`src/rtl/if_fetch_unit_if.sv`:
```
// Fetch-stage bus bundle: imem request/response and decode handshake.
// master = fetch unit side, slave = memory/decode side.
interface if_fetch_unit_if #(
  parameter int XLEN = 32,
  parameter int ILEN = 32
);
  logic            imem_req_valid;
  logic            imem_req_ready;
  logic [XLEN-1:0] imem_req_addr;
  logic            imem_rsp_valid;
  logic [ILEN-1:0] imem_rsp_data;
  logic            id_valid;
  logic            id_ready;
  logic [XLEN-1:0] id_pc;
  logic [ILEN-1:0] id_instr;

  modport master (
    output imem_req_valid,
    input  imem_req_ready,
    output imem_req_addr,
    input  imem_rsp_valid,
    input  imem_rsp_data,
    output id_valid,
    input  id_ready,
    output id_pc,
    output id_instr
  );

  modport slave (
    input  imem_req_valid,
    output imem_req_ready,
    input  imem_req_addr,
    output imem_rsp_valid,
    output imem_rsp_data,
    input  id_valid,
    output id_ready,
    input  id_pc,
    input  id_instr
  );
endinterface

```
`src/rtl/if_fetch_unit.sv`:
```
// Instruction fetch: issues imem reads for pc, tracks in-flight PCs,
// buffers {pc,instr} for decode, stalls PC, flushes on jump_flag.
// Ports: clk, reset (sync, high), pc, jump_flag, fetch_stall, bus.
module if_fetch_unit #(
  parameter int              XLEN  = 32,
  parameter int              ILEN  = 32,
  parameter int              DEPTH = 2,
  parameter logic [ILEN-1:0] NOP   = 32'h00000013
) (
  input  logic            clk,
  input  logic            reset,
  input  logic [XLEN-1:0] pc,
  input  logic            jump_flag,
  output logic            fetch_stall,
  if_fetch_unit_if.master bus
);

  localparam int AW = $clog2(DEPTH);
  localparam int CW = $clog2(DEPTH + 1);

  logic [XLEN-1:0] trk_pc  [DEPTH];
  logic [XLEN-1:0] buf_pc  [DEPTH];
  logic [ILEN-1:0] buf_ins [DEPTH];

  logic [AW-1:0] trk_wr, trk_rd;
  logic [AW-1:0] buf_wr, buf_rd;

  logic [CW-1:0] inflight, inflight_n;
  logic [CW-1:0] drop, drop_n;
  logic [CW-1:0] buf_count, buf_count_n;
  logic [CW:0]   occ;

  logic credit, issue;
  logic rsp_pop, rsp_drop, rsp_keep;
  logic id_pop;

  // Credit looks at registered occupancy only: a
  // same-cycle pop never frees a slot for an issue.
  assign occ    = {1'b0, inflight} + {1'b0, buf_count};
  assign credit = occ < (CW+1)'(DEPTH);

  assign bus.imem_req_valid = !reset && !jump_flag
                           && credit;
  assign bus.imem_req_addr  = pc;

  assign issue       = bus.imem_req_valid
                    && bus.imem_req_ready;
  assign fetch_stall = !issue;

  // Every response with something in flight pops the
  // tracker; it is buffered only if it is right-path
  // and no flush is happening this cycle.
  assign rsp_pop  = bus.imem_rsp_valid
                 && (inflight != '0);
  assign rsp_drop = rsp_pop && (drop != '0);
  assign rsp_keep = rsp_pop && (drop == '0)
                 && !jump_flag;

  assign bus.id_valid = buf_count != '0;
  assign id_pop = bus.id_valid && bus.id_ready
               && !jump_flag;

  assign bus.id_pc    = bus.id_valid
                      ? buf_pc[buf_rd] : '0;
  assign bus.id_instr = bus.id_valid
                      ? buf_ins[buf_rd] : NOP;

  always_comb begin
    inflight_n  = inflight + CW'(issue)
                - CW'(rsp_pop);
    drop_n      = drop;
    buf_count_n = buf_count + CW'(rsp_keep)
                - CW'(id_pop);
    unique case (1'b1)
      jump_flag: begin
        // Everything still outstanding is wrong-path.
        drop_n      = inflight_n;
        buf_count_n = '0;
      end
      (rsp_drop && !jump_flag): begin
        drop_n = drop - CW'(1);
      end
      default: ;
    endcase
  end

  always_ff @(posedge clk) begin
    if (reset) begin
      inflight  <= '0;
      drop      <= '0;
      buf_count <= '0;
      trk_wr    <= '0;
      trk_rd    <= '0;
      buf_wr    <= '0;
      buf_rd    <= '0;
    end else begin
      inflight  <= inflight_n;
      drop      <= drop_n;
      buf_count <= buf_count_n;
      trk_wr    <= trk_wr + AW'(issue);
      trk_rd    <= trk_rd + AW'(rsp_pop);
      if (jump_flag) begin
        buf_wr <= '0;
        buf_rd <= '0;
      end else begin
        buf_wr <= buf_wr + AW'(rsp_keep);
        buf_rd <= buf_rd + AW'(id_pop);
      end
    end
  end

  always_ff @(posedge clk) begin
    if (issue)
      trk_pc[trk_wr] <= pc;
    if (rsp_keep) begin
      buf_pc[buf_wr]  <= trk_pc[trk_rd];
      buf_ins[buf_wr] <= bus.imem_rsp_data;
    end
  end

endmodule

```
`src/flat_wrapper.sv`:
```
// flat-port wrapper written by rule: the top's interface ports become plain ports
module if_fetch_unit_flat 
#(
  parameter int              XLEN  = 32,
  parameter int              ILEN  = 32,
  parameter int              DEPTH = 2,
  parameter logic [ILEN-1:0] NOP   = 32'h00000013
)
  (clk, reset, pc, jump_flag, fetch_stall, bus_imem_req_valid, bus_imem_req_ready, bus_imem_req_addr, bus_imem_rsp_valid, bus_imem_rsp_data, bus_id_valid, bus_id_ready, bus_id_pc, bus_id_instr);
  if_fetch_unit_if #(.XLEN(XLEN), .ILEN(ILEN)) bus_i ();
  input  logic clk;
  input  logic reset;
  input  logic [XLEN-1:0] pc;
  input  logic jump_flag;
  output logic fetch_stall;
  output wire logic [$bits(bus_i.imem_req_valid)-1:0] bus_imem_req_valid;
  input wire logic [$bits(bus_i.imem_req_ready)-1:0] bus_imem_req_ready;
  output wire logic [$bits(bus_i.imem_req_addr)-1:0] bus_imem_req_addr;
  input wire logic [$bits(bus_i.imem_rsp_valid)-1:0] bus_imem_rsp_valid;
  input wire logic [$bits(bus_i.imem_rsp_data)-1:0] bus_imem_rsp_data;
  output wire logic [$bits(bus_i.id_valid)-1:0] bus_id_valid;
  input wire logic [$bits(bus_i.id_ready)-1:0] bus_id_ready;
  output wire logic [$bits(bus_i.id_pc)-1:0] bus_id_pc;
  output wire logic [$bits(bus_i.id_instr)-1:0] bus_id_instr;
  assign bus_imem_req_valid = bus_i.imem_req_valid;
  assign bus_i.imem_req_ready = bus_imem_req_ready;
  assign bus_imem_req_addr = bus_i.imem_req_addr;
  assign bus_i.imem_rsp_valid = bus_imem_rsp_valid;
  assign bus_i.imem_rsp_data = bus_imem_rsp_data;
  assign bus_id_valid = bus_i.id_valid;
  assign bus_i.id_ready = bus_id_ready;
  assign bus_id_pc = bus_i.id_pc;
  assign bus_id_instr = bus_i.id_instr;
  if_fetch_unit #(.XLEN(XLEN), .ILEN(ILEN), .DEPTH(DEPTH), .NOP(NOP)) u_core (.clk(clk), .reset(reset), .pc(pc), .jump_flag(jump_flag), .fetch_stall(fetch_stall), .bus(bus_i));
endmodule
```
`config.mk`:
```
export PLATFORM = sky130hd
export DESIGN_NAME = if_fetch_unit_flat
export DESIGN_NICKNAME = d
export VERILOG_FILES = /design/src/rtl/if_fetch_unit_if.sv /design/src/rtl/if_fetch_unit.sv /design/src/flat_wrapper.sv
export SDC_FILE = /design/constraint.sdc
export NUM_CORES = 1
export LEC_CHECK = 0
export ABC_AREA = 1
export CAP_MARGIN = 10
export CORE_MARGIN = 2
export CORE_UTILIZATION = 51
export CTS_CLUSTER_DIAMETER = 40
export DETAILED_ROUTE_END_ITERATION = 16
export HOLD_SLACK_MARGIN = 0.06
export PLACE_DENSITY = 0.8
export SLEW_MARGIN = 30
export SYNTH_ARGS = -nofsm -noshare
export SYNTH_HDL_FRONTEND = slang
export SYNTH_SLANG_ARGS = --single-unit
```
`constraint.sdc`:
```
create_clock -name clk -period 4.05 [get_ports clk]
set_input_delay 0.6075 -clock clk [delete_from_list [all_inputs] [get_ports clk]]
set_output_delay 0.6075 -clock clk [all_outputs]
set_load 0.01 [all_outputs]
```
==> flow_metrics.py <==
metrics = {
    "worst_setup_path": {
        "r2r_end": "u_core.buf_pc[0][30]",
        "r2r_start": "u_core.inflight[1]",
        "crit_path_top_delay_cell": "clkdlybuf4s50_1",
        "ff2ff_path_depth": 5,
        "cp_num_cells": 5,
        "cp_max_fo": 39,
        "critPathMaxStageDelay_ns": 0.57,
        "regToRegSetupSlack_ns": 1.55,
        "worst-path-buf-inv": 3,
        "crit_path_end_kind": "output pin",
        "crit_family": "buffers and inverters",
        "worst_ep_arrival_time_ns": 2.59,
        "worstSetupStartpoint": "u_core.buf_rd",
        "worstSetupStartpointType": "flip-flop",
        "endpoint": "bus_id_pc[2]",
        "worst-setup-path-type": "reg -> out",
        "required_ns": 3.44,
        "cp_cell_sequence": "inv_2 > buf_4 > nand2_1 > a21oi_1 > clkdlybuf4s50_1",
    },
    "sta": {
        "slew_viol_final": 0,
        "worst_pin_slew_ns": 0.9009,
        "finalCritPeriodShare": 0.7906,
        "slew_headroom": 0.3994,
        "post-route-min-period_ns": 3.202,
        "max_freq_mhz": 312.3,
        "rsz0062_at_grt": "no",
        "hold_viol_final": 0,
        "setup_viol": 0,
        "clock_skew_ns": 0.007995,
        "tns_ns": 0,
        "holdWs_ns": 0.5273,
    },
    "synth": {
        "synth_area_leaders": "edfxtp_1 72%, nand2_1 11%, a21oi_1 3.6%, buf_4 3.1%, dfxtp_1 2.5%",
        "yosys-top-cells-count": "241 x nand2_1, 192 x edfxtp_1, 58 x a21oi_1, 33 x buf_4, 23 x inv_1",
        "yosysTopAreaCell": "edfxtp_1",
        "async_flop_share": 0,
        "syn_inst": 625,
        "ys_dominant_reg_cell": "edfxtp_1",
        "synth_most_common_cell": "nand2_1",
        "ys_ff_latch": 202,
        "avgSynthCellArea_um2": 12.80,
        "netlist_area_um2": 8000,
        "yosysWarnings": 0,
        "synth_top_area_frac": 0.7207,
        "syn-num-nets": 705,
        "seq_area_frac_synth": 0.7457,
        "synth-edff-count": 192,
        "synth_cell_type_count": 27,
    },
    "job": {
        "maxCapViolations": 0,
    },
    "placed_design": {
        "gp_congestion": 0.8736,
        "place.detailed.hpwl_um": 9449,
        "io_buffers": 168,
    },
    "clocking": {
        "root_buffer": "clkbuf_16",
        "clkSinkCount": 202,
        "ctsHoldBuffers": 0,
        "cts_tree": "done",
        "numCtsBuffers": 22,
        "insertion_delay_ns": 0.48,
        "clkTransAtPathRegs_ns": 0.05,
        "cts_resized": 0,
        "htreeDepth": 1,
        "cts_post_setup_buffers_inserted": 0,
        "ctsLongestPathBuffers": 3,
    },
    "route": {
        "wl_met1_um": 6116,
        "vias": 4842,
        "met2_length_um": 7794,
        "routedWlPerCell_um": 15.36,
        "wl_met3_um": 907,
        "drtPass1Iterations": 4,
        "wl_um": 15160,
        "first_iter_violations": 329,
        "vias_per_cell": 4.906,
        "drc": 0,
        "highest_layer": "met4",
        "ant_nets": 0,
    },
    "final_layout": {
        "final_util": 0.6751,
        "fin_nets": 840,
        "area_growth_pct": 28.76,
        "diodes": 0,
        "drive_gt1_frac": 0.06314,
    },
    "global_route": {
        "grt_max_degree": 65,
        "grt_pass1_wl_um": 23410,
        "gr-total-overflow": 0,
        "antenna_found_initial": 0,
        "grt_pass1_vias": 4825,
        "grtUsageTotal": 0.1797,
    },
    "pwr": {
        "peakVddDrop_mv": 0.3873,
        "power_density_nw_per_um2": 494.2,
        "p_total_mw": 5.090,
        "p_leak_nw": 3.723,
    },
    "die": {
        "num_rows": 45,
        "core_um2": 15260,
        "die_h_um": 129.2,
        "initial_core_util": 0.5243,
        "fp.dieW_um": 129.2,
        "io_pins": 169,
        "die_area_um2": 16700,
    },
    "min_path": {
        "hold_path_class": "reg -> reg",
    },
    "status": {
        "outcome": "complete, no violations",
    },
}
-- worst reg2reg max path, stage by stage (launching register included) --
cell     delay, ns
dfxtp_1       0.37
inv_1         0.08
nand2_1       0.11
nand2_1       0.11
nor3_1        0.59
ha_4          0.84
-- final cells by class --
type,instances,area [µm²]
sequential,202,5967
fill,1062,4957
timing repair buffer,171,1704
multi-input combinational,338,1541
clock buffer,29,598.1
tap,211,264.0
clock inverter,11,125.1
inverter,25,101.3
-- cell usage in the layout, fill, tap and decap left out, types with 2 or more instances in the layout --
cell type	netlist	final
ha_1	9	5
inv_1	23	22
clkdlybuf4s50_1	0	168
clkbuf_1	4	6
inv_2	1	2
clkbuf_16	0	23
clkinv_1	0	6
nor2_1	5	5
bufinv_16	0	3
buf_4	33	3
nand2_1	241	241
ha_4	0	2
edfxtp_1	192	192
dfxtp_1	10	9
nand3_1	7	7
a21oi_2	6	6
ha_2	0	2
a21oi_1	58	58
-- how the worst min path moves through the flow --
stage                    startpoint                   end  slack, ns  depth (start not counted)
2_1_floorplan   u_core.trk_pc[0][0]   u_core.buf_pc[0][0]       0.50                          2
3_3_place_gp   u_core.trk_pc[0][30]  u_core.buf_pc[0][30]       0.51                          2
3_5_place_dp   u_core.trk_pc[0][31]  u_core.buf_pc[0][31]       0.52                          2
6_report       u_core.trk_pc[0][31]  u_core.buf_pc[0][31]       0.53                          2
5_1_grt         u_core.trk_pc[0][3]   u_core.buf_pc[0][3]       0.55                          2
4_1_cts        u_core.trk_pc[0][31]  u_core.buf_pc[0][31]       0.53                          2
-- registers in the layout (all words and copies together) (netlist names) --
| name | flops |
|---|---|
| u_core.drop | 2 |
| u_core.trk_pc | 64 |
| u_core.trk_wr | 1 |
| u_core.buf_count | 2 |
| u_core.buf_pc | 64 |
| u_core.buf_wr | 1 |
| u_core.buf_ins | 64 |
| u_core.buf_rd | 1 |
| u_core.inflight | 2 |
| u_core.trk_rd | 1 |
-- logic make-up (layout without fill, tap and decap cells) --
| kind of cell | count (synthesis) | count (layout) | share of synthesized area |
|---|---|---|---|
| compound gates | 66 | 66 | 0.04410 |
| buf+inv | 85 | 236 | 0.06537 |
| fa+ha+maj | 10 | 10 | 0.01658 |
| xor+xnor | 1 | 1 | 0.001095 |
| simple gates | 261 | 261 | 0.1272 |
| flops | 202 | 202 | 0.7457 |
-- report_power, final --
part           leakage, nW  internal (mW)  switching, mW  total, mW
sequential            1.82           2.47         0.0349       2.51
combinational         1.56          0.246          0.394      0.640
clock                0.346           1.22          0.717       1.94
total                 3.72           3.95           1.15       5.09
-- per-layer routing --
metal,track usage,up-vias
met2,0.3201,176
li1,-,2368
met3,0.03138,26
met5,0,-
met1,0.2217,2272
met4,0.06394,0
-- through the flow --
step	instance area (µm²)	worst slack [ns]	instances
after floorplan	8000	1.063	625
after global placement	9578	1.091	947
after detailed placement	9578	0.9837	947
after CTS	10300	0.7957	987
after global routing	10300	0.6681	987
final	10300	0.8479	987
No activity file was read; power rests on OpenSTA's default activity.
